<file path="config.mk">
export PLATFORM = sky130hd
export DESIGN_NAME = shared_reg_arbiter
export DESIGN_NICKNAME = d
export VERILOG_FILES = /design/src/rtl/shared_reg_arbiter.sv
export SDC_FILE = /design/constraint.sdc
export NUM_CORES = 1
export LEC_CHECK = 0
export CAP_MARGIN = 40
export CELL_PAD_IN_SITES_DETAIL_PLACEMENT = 1
export CELL_PAD_IN_SITES_GLOBAL_PLACEMENT = 2
export CORE_ASPECT_RATIO = 1.75
export CORE_MARGIN = 4
export CORE_UTILIZATION = 24
export DETAILED_ROUTE_END_ITERATION = 12
export PLACE_DENSITY = 0.82
export SLEW_MARGIN = 0
export SYNTH_ARGS = -nofsm -noshare
export SYNTH_HDL_FRONTEND = slang
export SYNTH_SLANG_ARGS = --single-unit
</file>
<file path="constraint.sdc">
create_clock -name clk -period 1.83 [get_ports clk]
set_input_delay 0.366 -clock clk [delete_from_list [all_inputs] [get_ports clk]]
set_output_delay 0.366 -clock clk [all_outputs]
set_load 0.03 [all_outputs]
</file>
<file path="src/rtl/shared_reg_arbiter.sv">
// Round-robin arbiter granting N requesters write access to one shared
// W-bit register, with burst hold (lock), synchronous clear and async reset.
module shared_reg_arbiter #(
    parameter int unsigned N = 4,
    parameter int unsigned W = 8
) (
    input  logic                   clk,
    input  logic                   reset,
    input  logic                   clr,
    input  logic [N-1:0]           req,
    input  logic [N-1:0]           lock,
    input  logic [N*W-1:0]         wdata,
    output logic [W-1:0]           q,
    output logic [N-1:0]           gnt,
    output logic [N-1:0]           ack,
    output logic [$clog2(N)-1:0]   owner,
    output logic                   busy
);

    localparam int unsigned OW = $clog2(N);

    typedef enum logic [1:0] {
        IDLE  = 2'd0,
        GRANT = 2'd1,
        ACK   = 2'd2
    } state_t;

    state_t          state_q, state_d;
    logic [W-1:0]    q_q, q_d;
    logic [N-1:0]    gnt_q, gnt_d;
    logic [N-1:0]    ack_q, ack_d;
    logic [OW-1:0]   owner_q, owner_d;
    logic [OW-1:0]   ptr_q, ptr_d;

    logic [OW-1:0]   rr_winner;
    logic [W-1:0]    owner_wdata;

    // Round-robin search: first requester upward from ptr+1, wrapping at N.
    always_comb begin
        logic          found;
        int unsigned   idx;
        logic [OW-1:0] cand;
        rr_winner = ptr_q;
        found     = 1'b0;
        idx       = 0;
        cand      = '0;
        for (int unsigned k = 1; k <= N; k++) begin
            idx  = (32'(ptr_q) + k) % N;
            cand = OW'(idx);
            if (!found && req[cand]) begin
                rr_winner = cand;
                found     = 1'b1;
            end
        end
    end

    // Select the write data slice belonging to the current owner.
    always_comb begin
        owner_wdata = '0;
        for (int unsigned i = 0; i < N; i++) begin
            if (owner_q == OW'(i)) begin
                owner_wdata = wdata[i*W +: W];
            end
        end
    end

    // Next-state and output logic; clr overrides every transition.
    always_comb begin
        state_d = state_q;
        q_d     = q_q;
        gnt_d   = gnt_q;
        ack_d   = '0;
        owner_d = owner_q;
        ptr_d   = ptr_q;
        if (clr) begin
            state_d = IDLE;
            q_d     = '0;
            gnt_d   = '0;
        end else begin
            case (state_q)
                IDLE: begin
                    if (|req) begin
                        gnt_d            = '0;
                        gnt_d[rr_winner] = 1'b1;
                        owner_d          = rr_winner;
                        state_d          = GRANT;
                    end
                end
                GRANT: begin
                    q_d            = owner_wdata;
                    ack_d[owner_q] = 1'b1;
                    state_d        = ACK;
                end
                ACK: begin
                    if (lock[owner_q]) begin
                        state_d = GRANT;
                    end else begin
                        state_d = IDLE;
                        gnt_d   = '0;
                        ptr_d   = owner_q;
                    end
                end
                default: begin
                    state_d = IDLE;
                    gnt_d   = '0;
                end
            endcase
        end
    end

    // State registers; ptr resets to N-1 so requester 0 wins first.
    always_ff @(posedge clk or posedge reset) begin
        if (reset) begin
            state_q <= IDLE;
            q_q     <= '0;
            gnt_q   <= '0;
            ack_q   <= '0;
            owner_q <= '0;
            ptr_q   <= OW'(N - 1);
        end else begin
            state_q <= state_d;
            q_q     <= q_d;
            gnt_q   <= gnt_d;
            ack_q   <= ack_d;
            owner_q <= owner_d;
            ptr_q   <= ptr_d;
        end
    end

    assign q     = q_q;
    assign gnt   = gnt_q;
    assign ack   = ack_q;
    assign owner = owner_q;
    assign busy  = (state_q != IDLE);

endmodule

</file>
# After elaboration in Yosys (flattened, before gate mapping)
# Index checks and enable logic that the tools add are counted.
# op_classes
n_mux,37
n_lt_le_gt_ge,8
bitwise,2
n_reduce_logical,16
eq_ne,8
n_addsub,4
# op_table
cell,n
$mux 8,6
$mux 4,5
$lt 2x3->1 const B,6
$mux 2,6
$pmux 4 s3,1
$mux 1,11
$bmux 1 s2,5
$reduce_and 3->1,3
$eq 2x2->1 const B,3
$ne 3x3->1 const B,2
$pmux 2 s3,1
$logic_and 1x1->1,5
$add 2x1->2 const B,2
$add 2x2->2 const B,2
$demux 1 s2,2
$eq 2x1->1 const B,2
$ge 2x1->1 const B,2
$logic_not 2->1,2
$reduce_bool 2->1,2
$reduce_or 4->1,1
$logic_not 1->1,3
$ne 2x2->1 const B,1
$not 1->1,2
# totals
reg_bits,22
input_bits,43

# Longest topological paths before layout
# Gate-level depths: netlist of the first run.
# depth
ltp_word,20
ltp_mapped,5
depth_no_buf,4

# Worst setup path after synthesis of the first run
# Ideal clock, no wire load.
# synth_timing
path_kind,register to register
from,"reg owner_q[0], in the netlist owner[0]"
to,reg ptr_q[0]
required_time_ns,1.748
t_arrival_ns,1.736
setup_ns,0.082
slack_ns,0.012
stages_incl_launch_ff,5
path_cell_list,dfrtp_1 buf_6 mux4_2 nor4_4 mux2_2
# synth_via
elab_chain_len,4
# synth_lines
element,line_no,rtl
start: declaration,32,"logic [OW-1:0] owner_q, owner_d;"
start signal: assignment,125,owner_q <= owner_d;
$bmux 1 s2,95,if (lock[owner_q]) begin
$mux 1 (not written as such),95,
$not 1->1 (no line),n/a,
$reduce_and 3->1 (no line),n/a,
end signal: assignment,119,ptr_q <= OW'(N - 1);
end signal: assignment,126,ptr_q <= ptr_d;
end: declaration,33,"logic [OW-1:0] ptr_q, ptr_d;"
# Parallel ways exist; a longest one is shown, timed or not. The select of a mux whose other input is x is not followed.
# A chain may end at the register's enable or synchronous reset.

# Worst setup path after layout of the first run
# layout_timing
from,in req[1]
to,"reg gnt_q[0], in the netlist gnt[0]"
# layout_via
elab_chain_len,19
word_cells_on_any_way,32
cone_classes,2 x order compare; 1 x eq/ne; 20 x mux; 9 x reduce/logical
# layout_lines
element,line_no,rtl
start: declaration,10,"input logic [N-1:0] req,"
$bmux 1 s2,50,if (!found && req[cand]) begin
$mux 1 (not written as such),50,
$mux 1,50,
$logic_not 1->1,50,
$logic_and 1x1->1,50,
$mux 1,50,
$logic_not 1->1,50,
$logic_and 1x1->1,50,
(+3 left out),n/a,
$mux 2,50,
$lt 2x3->1 (not written as such) or $ge 2x1->1 (tied branches),84,gnt_d[rr_winner] = 1'b1;
$logic_and 1x1->1 (not written as such),84,
$mux 1 (not written as such),84,
$demux 1 s2,84,
$mux 4,82,if (|req) begin
$pmux 4 s3,80,case (state_q)
$mux 4,75,if (clr) begin
end signal: assignment,123,gnt_q <= gnt_d;
end: declaration,30,"logic [N-1:0] gnt_q, gnt_d;"
# Parallel ways exist; a longest one is shown, timed or not. The select of a mux whose other input is x is not followed.

==> metrics.md, run 1 <==
| Metric | Value |
|---|---|
| Max Clock Freq | 588 MHz |
| Dpl hpwl | 3.16 mm |
| IO Pins | between 60 and 70 |
| GRT Overall Usage | between 10% and 20% |
| Sw Pwr | 0.812 mW |
| Fin. max-slew vios | 0 |
| DRT iter0 DRCs | 10 |
| Post-Synthesis Cell Area | ~0.0012 mm2 |
| Register bit total from synthesis | 22 |
| Critical Path Start Type | input port |
| Initial antenna violation count | 0 |
| CP endpoint kind | register |
| Total Power | 2.27 mW |
| Yosys warnings | 0 |
| Setup CP Type | input port to register |
| GRT Max-Usage Layer | met2 |
| GR met1 Demand/Resource | 9.88% |
| Sw Share | 35.8% |
| Met3 Usage GRT | under 10% |
| Crit-path slowest cell | clkdlybuf4s50_1 |
| Worst-Skew Late Latency | 0.26 ns |
| Worst path cell trace | clkdlybuf4s50_1 > nor4_4 > nor2_1 > a2111oi_4 > a32o_1 |
| Top Family by Delay on Critical Path | compound AO/OA/AOI/OAI gates |
| Placer Congestion | 0.735 |
| Clk buf depth | 2 |
| Critical Path Fanout Max | 4 |
| Final nets | 214 |
| Share of cells above drive strength 1 | between 10% and 20% |
| Vias in the first global route | 1315 |
| Height of the chip | 103 um |
| Worst-path clk slew | 0.08 ns |
| Largest net degree at the start of global routing | 23 |
| P_int | 1.46 mW |
| Worst Path Required | around 2 ns |
| RSZ-0062 raised after global routing | no |
| Grt ovf | 0 |
| Logic pwr share | 49.9% |
| DR vias/cell | roughly 5 |
| WP buf/inv | 1 |
| Clock power share | roughly a fifth |
| H-Tree Depth | 1 |
| Average wire per standard cell | 17.0 um |
| Post-synthesis area per instance | 12.1 um2 |
| Syn_nets | 145 |
| Synth-to-layout area growth | 63.0% |
| CTS tree | done |
| Antenna Nets Post-Route | 0 |
| Peak supply drop | 0.000741 V |
| Clock buffer count from CTS | 3 |
| Leakage | 0.809 nW |
| Die area | between 0.006 and 0.007 mm2 |
| Worst Hold Class | input port to asynchronous set/reset pin |
| Worst slew margin | around 65% |
| Clock skew | 0.00450 ns |
| Seq/Total Area, Yosys | 44.7% |
| CTS root buffer | clkbuf_8 |
| CP Data Arrival Time | 1.90 ns |
| PD cells | 1130 mW/mm2 |
| DIE WIDTH | about 62 um |
| Clock sink count | 22 |
| DRC violations left | 0 |
| Slew of the pin with the lowest slew margin | between 0.5 and 0.6 ns |
| Final min period | approximately 1.7 ns |
| Power share of the sequential group | between 30% and 40% |
| Final setup vio count | 0 |
| Status | finished, final reports clean |
| Max cap viols | 0 |
| Setup TNS | 0 ns |
| Final hold violations | 0 |
| CP max stage delay | approximately 0.50 ns |
| Initial Util | 24.9% |
| Via count | 1119 |
| Final worst path period share | 92.9% |
| Core area | 0.00498 mm2 |
| Ant diodes | 0 |
| Synth cell types | 28 |
| Drt pass-1 iters | 3 |
| First-pass GRT wire length | approximately 6.1 mm |
| Fill cells | 554 |
| Rows | 34 |
| Port bufs | 61 |
| Final wirelength | 3.82 mm |
| Met2 usage | around a quarter |
| Cells after synthesis | 102 |
==> worst reg2reg max path, stage by stage, from the launching register on <==
cell and delay, ns:
dfrtp_1 0.38, mux4_2 0.58, nor4_4 0.21, mux2_2 0.37
==> placed cells by master (no fill, tap or decap), types with 4 or more instances in the layout <==
cell type / instances
mux4_1: 4
a21oi_1: 10
dfrtp_1: 20
a32o_1: 4
nand2_1: 17
buf_4: 11
mux4_2: 5
nor2_1: 6
clkdlybuf4s50_1: 58
==> cell type report <==
type / count / area (um2) / share of cell area [%]
inverters: 3 / 11.3 / 0.558
repair buffers: 70 / 672 / 33.3
multi-input cells: 71 / 642 / 31.8
well taps: 54 / 67.6 / 3.35
clock buffers: 3 / 41.3 / 2.05
clock inverters: 1 / 30.0 / 1.49
flip-flops and latches: 22 / 553 / 27.4
==> power by group through the flow <==
stage,registers (mW),clock network [mW],logic [mW]
floorplan,0.863,0,0.557
global placement,0.692,0,1.13
detailed placement,0.700,0,1.15
CTS,0.690,0.469,1.16
global route,0.705,0.482,1.22
finish,0.688,0.449,1.13
==> final timing paths <==
check                                        to  slack [ns]  cells past startpoint                  from
max                          gnt[0]$_DFFE_PP0P_        0.13                      5                req[1]
min                          gnt[1]$_DFFE_PP0P_        0.44                      3                 reset
max reg2reg                ptr_q[1]$_DFFE_PP1P_        0.23                      3  owner[0]$_DFFE_PP0P_
min reg2reg                  gnt[1]$_DFFE_PP0P_        0.50                      1    gnt[1]$_DFFE_PP0P_
max in group asynchronous  ptr_q[1]$_DFFE_PP1P_        1.11                      3                 reset
min in group clk             gnt[1]$_DFFE_PP0P_        0.50                      1    gnt[1]$_DFFE_PP0P_
==> per-layer routing <==
layer | up-vias | wire length (um) | part of all wire [%]
met5 | - | 0 | 0
met4 | 0 | 108 | 2.8
met3 | 10 | 139 | 3.6
met2 | 31 | 2410 | 63
met1 | 558 | 1150 | 30
li1 | 520 | - | -
==> Yosys cell counts (all sizes together) <==
library cell  count  share of area, %
a2111oi           2               2.9
a21o              1              0.61
a21oi            10               4.0
a221o             1              0.81
a221oi            1              0.71
a32o              4               3.2
and3              1              0.51
buf               2               1.3
clkbuf            4               1.2
dfrtp            20                40
dfstp             2               4.2
inv               3              0.91
mux2              3               2.7
mux4              9                18
nand2            17               5.2
nand2b            3               1.5
nor2              7               2.3
nor2b             2               1.0
nor4              4               5.7
nor4b             1              0.71
o21a              1              0.61
o21ai             3               1.2
or2               1              0.51
==> logic make-up (layout without fill, tap and decap cells) <==
logic type,after synthesis,after routing,synth area share (%)
compound gates,23,23,14.2
buf+inv,9,77,3.44
mux,12,12,20.3
simple gates,36,36,17.4
flops,22,22,44.7
==> repair_timing <==
item,in CTS,in global routing
gates resized for setup,1,0
setup endpoints to repair,1,0
setup buffers,0,0
hold buffers,0,0
==> registers in the layout, summed over array words and instances (netlist names) <==
name / flops
state_q: 2
ptr_q: 2
owner: 2
ack: 4
q: 8
gnt: 4
==> stage by stage <==
step | hold slack [ns] | std cells | area, um2 | worst slack, ns | util, %
6_report | 0.442 | 224 | 2020 | 0.130 | 40.5
5_1_grt | 0.466 | 224 | 2020 | 0.0124 | 40.5
4_1_cts | 0.448 | 224 | 2020 | 0.120 | 40.5
3_5_place_dp | 0.484 | 220 | 1950 | -0.161 | 39.1
3_3_place_gp | 0.481 | 220 | 1950 | -0.0863 | 39.1
2_1_floorplan | 0.354 | 102 | 1240 | 0.0118 | -
No activity file was read; power rests on OpenSTA's default activity.
==> inputs of run 2 (changes only) <==
--- a/config.mk
+++ b/config.mk
@@ -11,6 +11,7 @@
 export CORE_ASPECT_RATIO = 1.75
 export CORE_MARGIN = 4
 export CORE_UTILIZATION = 24
+export CTS_CLUSTER_SIZE = 30
 export DETAILED_ROUTE_END_ITERATION = 12
 export PLACE_DENSITY = 0.82
 export SLEW_MARGIN = 0
==> results of run 2 <==
Final layout, timing and power as in run 1 (identical DEF).
